<file path="config.mk">
export PLATFORM = sky130hd
export DESIGN_NAME = enc_8_3_irq
export DESIGN_NICKNAME = d
export VERILOG_FILES = /design/src/rtl/enc_pkg.sv /design/src/rtl/prio_sel.sv /design/src/rtl/enc_8_3_irq.sv
export SDC_FILE = /design/constraint.sdc
export NUM_CORES = 1
export LEC_CHECK = 0
export ABC_AREA = 1
export BUFFER_PORTS_ARGS = -buffer_cell sky130_fd_sc_hd__buf_2
export CAP_MARGIN = 20
export CORE_MARGIN = 8
export CORE_UTILIZATION = 46
export DETAILED_ROUTE_END_ITERATION = 8
export PLACE_DENSITY = 0.83
export RECOVER_POWER = 100
export SLEW_MARGIN = 20
export SYNTH_ARGS = -nofsm -noshare
export SYNTH_HDL_FRONTEND = slang
export SYNTH_SLANG_ARGS = --single-unit
</file>
<file path="constraint.sdc">
create_clock -name clk -period 1.31 [get_ports clk]
set_clock_uncertainty 0.05 [all_clocks]
set_input_delay 0.1965 -clock clk [delete_from_list [all_inputs] [get_ports clk]]
set_output_delay 0.1965 -clock clk [all_outputs]
set_load 0.02 [all_outputs]
</file>
<file path="src/rtl/enc_pkg.sv">
// Shared defaults and FSM state encoding for the sequential 8-to-3 priority encoder.
// Optional round-robin selection is enabled by defining ENC_ROUND_ROBIN_EN.
package enc_pkg;

  localparam int N_REQ_DEFAULT  = 8;
  localparam int CODE_W_DEFAULT = $clog2(N_REQ_DEFAULT);

  typedef enum logic {
    IDLE    = 1'b0,
    PRESENT = 1'b1
  } state_t;

endpackage

</file>
<file path="src/rtl/prio_sel.sv">
// Combinational request selector: scans pending bits from a start pointer and reports the winner.
// ENC_ROUND_ROBIN_EN selects an ascending wrap search; otherwise a descending search from start-1.
module prio_sel
  import enc_pkg::*;
#(
  parameter int N_REQ  = N_REQ_DEFAULT,
  parameter int CODE_W = $clog2(N_REQ)
) (
  input  logic [N_REQ-1:0]  pending,
  input  logic [CODE_W-1:0] start,
  output logic [CODE_W-1:0] index,
  output logic              any
);

  logic [CODE_W-1:0] pos;

  // Iterate from the far end so the candidate closest to the search origin is written last and wins.
  always_comb begin
    index = '0;
    pos   = '0;
    any   = |pending;
    for (int k = N_REQ - 1; k >= 0; k--) begin
`ifdef ENC_ROUND_ROBIN_EN
      pos = start + CODE_W'(k);
`else
      pos = start - CODE_W'(k) - CODE_W'(1);
`endif
      if (pending[pos]) index = pos;
    end
  end

endmodule

</file>
<file path="src/rtl/enc_8_3_irq.sv">
// Sequential priority encoder: sticky pending capture, valid/ready code presentation.
// Define ENC_ROUND_ROBIN_EN for rotating selection; default is highest-index priority.
module enc_8_3_irq
  import enc_pkg::*;
#(
  parameter int N_REQ  = N_REQ_DEFAULT,
  parameter int CODE_W = $clog2(N_REQ)
) (
  input  logic              clk,
  input  logic              rst_n,
  input  logic              en,
  input  logic [N_REQ-1:0]  req,
  output logic [CODE_W-1:0] y,
  output logic              valid,
  input  logic              ready,
  output logic [N_REQ-1:0]  pending
);

  localparam logic [N_REQ-1:0] ONE = N_REQ'(1);

  state_t            state;
  logic              handshake;
  logic [N_REQ-1:0]  clr;
  logic [CODE_W-1:0] start;
  logic [CODE_W-1:0] sel_index;
  logic              sel_any;

`ifdef ENC_ROUND_ROBIN_EN
  logic [CODE_W-1:0] rr_ptr;
  assign start = rr_ptr;
`else
  assign start = '0;
`endif

  assign handshake = valid & ready;
  assign clr       = handshake ? (ONE << y) : '0;

  prio_sel #(
    .N_REQ (N_REQ),
    .CODE_W(CODE_W)
  ) u_prio_sel (
    .pending(pending),
    .start  (start),
    .index  (sel_index),
    .any    (sel_any)
  );

  // A new request in the same cycle as its own clear stays set.
  always_ff @(posedge clk or negedge rst_n) begin
    if (!rst_n) begin
      pending <= '0;
    end else begin
      pending <= (pending & ~clr) | (en ? req : '0);
    end
  end

  always_ff @(posedge clk or negedge rst_n) begin
    if (!rst_n) begin
      state <= IDLE;
      y     <= '0;
      valid <= 1'b0;
`ifdef ENC_ROUND_ROBIN_EN
      rr_ptr <= '0;
`endif
    end else begin
      case (state)
        IDLE: begin
          if (sel_any) begin
            y     <= sel_index;
            valid <= 1'b1;
            state <= PRESENT;
          end
        end
        PRESENT: begin
          if (ready) begin
            valid <= 1'b0;
            state <= IDLE;
`ifdef ENC_ROUND_ROBIN_EN
            rr_ptr <= y + CODE_W'(1);
`endif
          end
        end
        default: begin
          valid <= 1'b0;
          state <= IDLE;
        end
      endcase
    end
  end

endmodule

</file>
==> results list <==
* Outcome: completed
- Wires add up to 1550 um.
- Post-route non-filler standard cell count: 123
* Starting utilization of the core area: 48.7%
- Leakage power summed over all cells: 0.395 nW
- After routing the design area is 782 sq um.
- Fraction of layout cells with a size suffix above 1: 17.6%
* VDD IR-drop max: 1.08 mV
- Clock input transition at the sequential cells of the worst setup and hold paths: 90 ps
* Data arrival at the endpoint of the critical path: 950 ps
- Total negative slack: 0 ps
- Placeable core region: 1300 sq um
* Netlist area before placement: 633 sq um
- On the critical path the largest part of the delay comes from flip-flops.
- Hold Slack: 53.1 ps
- After the last flow step, the layout net total stands at 121.
* Cell count after placement: 118
- Setup violations, final: 0
- The floorplan has 13 rows.
- Iteration-0 DRC count of the detailed router: 14
* Min cycle time layout: 1200 ps
- Cell area after placement: 763 sq um
- I/O pin count: 24
- Final-report hold violation count: 0
* Final HPWL DP: 1190 um
- Critical-path maximum fanout: 4
- DR WL/cell: 12.6 um
* Maximum count of clock buffers along a single path: 2
- Counting cells, the worst reg-to-reg path comes to 6.
* Share of the core filled with cells in the final layout: 60.1%
* Startpoint type of the worst setup path: register
- Total CTS buffers: 3
- In this run, synthesis produced a sequential element count of 13.
* Post-route fraction of the period consumed by the critical path: 91.5%
- Counting every net in the synthesized netlist gives 93.
* Number of antenna repair diodes: 0
* Mean area per synthesized cell: 7.82 sq um
* H-tree level count: 1
- Distinct cells, synth: 14
- Routability-driven placement finished with a final weighted congestion of 0.873.
- Counting both buffers and inverters, the worst setup path holds a total of 1.
- Port bufs: 23
- In this run the most critical hold path is launched from req[2].
* Total congestion overflow: 0
- Category of the worst setup path capture point: output port
- Gates resized during post-CTS repair numbered 0.
* Routed Antenna Nets: 0
* Yosys synthesis warning count: 0
* Hold WC Path Type: primary input to register
* DIE AREA: 2820 sq um
* DRC violation count after routing: 0
- For the worst-skew pair, the clock arrives at the later sink with an insertion delay of 290 ps.
* Worst reg2reg path startpoint: pending[4]$_DFF_PN0_
- TritonCTS clock tree: done
- The critical path goes through clkbuf_1.
- Detailed routing placed a total of 77 um of wire on met3.
* Max-slew violation count: 0
- In this run the top signal layer used is met4.
- Cell with the largest stage delay on the worst path: sky130_fd_sc_hd__dfrtp_1
- The die is 53.1 um wide.
- Counting every sink on the clock net gives 13.
- Leaving out fill and tap cells, the most frequent cells in the layout are sky130_fd_sc_hd__nand2_1 (33), sky130_fd_sc_hd__clkbuf_1 (13), sky130_fd_sc_hd__dfrtp_1 (13).
- At the worst endpoint, the required time is 1060 ps.
- The library cell used most frequently in the layout, excluding fill and tap cells, is sky130_fd_sc_hd__nand2_1.
- The cell sitting at the root of the clock tree is a sky130_fd_sc_hd__clkbuf_4.
- Crit path to: pending[1]
- Global routing used 12.5% of the available tracks.
- Across all register-to-register paths, the minimum setup slack is 130 ps.
- Post-Syn Instances: 81
- Worst reg2reg endpoint: valid$_DFFE_PN0P_
* Number of global-route vias before repair: 571
- Path type of the worst setup path: register to output port
- OpenSTA, run right after detailed placement, puts the worst setup slack at 195 ps.
- Average via count per standard cell: 5.02
* Share of the yosys chip area belonging to registers: 51.4%
- Pin count of the biggest net entering global routing: 14
- Power spread over the standard cell area amounts to 2250 nW/um^2.
* Least-Margin Pin Slew: 697 ps
* Beginning of the critical path: pending[1]$_DFF_PN0_
- Detailed routing placed a total of 731 um of wire on met2.
- The filler cells instantiated in the layout total 135.
- First-pass GRT wire length: 2570 um
- Number of cells on the critical path: 1
* Maximum single-stage delay on the critical path: 400 ps
- Summing internal, switching and leakage power gives 1.76 mW.
- Max-cap violations in this run came to 0.
* Max frequency: 834 MHz
- Post-route met1 wirelength: 681 um
- Total via count after detailed routing: 618
* Initial antenna violation count: 0
* Initial DRT Pass Iterations: 5
- Setup repair after global routing missed its margin: no
* Height of the chip: 53.1 um
- The area growth from synthesis to layout is 23.5%.
- The worst pin sits at a relative slew slack of 53.5%.
- In the post-route analysis, the smallest setup slack over all paths is 111 ps.
where the power goes:
part / total, mW / switching [mW] / internal [mW]
logic: 0.805 / 0.569 / 0.236
clock network: 0.256 / 0.137 / 0.118
registers: 0.698 / 0.140 / 0.558
metal layers:
metal,vias to the layer above,global-route usage (%)
met3,7,4.20
met2,22,18.6
met1,281,14.6
met4,0,8.82
met5,-,0
li1,308,-
tightest hold or removal path, cell delays in order:
cell,delay (ps)
sky130_fd_sc_hd__buf_2,70
sky130_fd_sc_hd__nand2_1,40
sky130_fd_sc_hd__nand2_1,50
cells in the mapped netlist, drive strengths merged:
library cell	instances	area (sq um)
inv	12	45.0
nand2	36	153
nor2	2	10.0
nand3	4	25.0
o211ai	1	7.51
dfrtp	13	325
clkbuf	1	3.75
o21ai	12	63.8
final cells by class:
type | instances | area, sq um | area share (%)
Sequential cell | 13 | 325 | 41.6
Timing Repair Buffer | 24 | 110 | 14.1
Inverter | 12 | 45.0 | 5.76
Clock buffer | 4 | 26.3 | 3.36
Tap cell | 15 | 18.8 | 2.40
Multi-Input combinational cell | 55 | 256 | 32.8
flip-flops by register name (all words and copies together), names as in the netlist:
register	cells
pending	8
state	1
valid	1
y	3
how the worst min path moves through the flow:
stage / slack (ps) / cells past startpoint / endpoint
2_1_floorplan: -150 / 0 / pending[0]$_DFF_PN0_
3_3_place_gp: 40 / 1 / pending[2]$_DFF_PN0_
3_5_place_dp: 50 / 1 / pending[2]$_DFF_PN0_
4_1_cts: 60 / 3 / pending[2]$_DFF_PN0_
5_1_grt: 70 / 3 / pending[7]$_DFF_PN0_
6_report: 50 / 3 / pending[2]$_DFF_PN0_
logic make-up after synthesis:
group	share of synthesized area, %
simple gates	29.6
flops	51.4
buf+inv	7.71
compound gates	11.3
what timing repair did:
item	4_1_cts	5_1_grt
hold endpoints to repair	13	0
buffers inserted	0	0
hold buffers	1	0
setup endpoints to repair	0	0
Power figures use the tool's default switching activity.
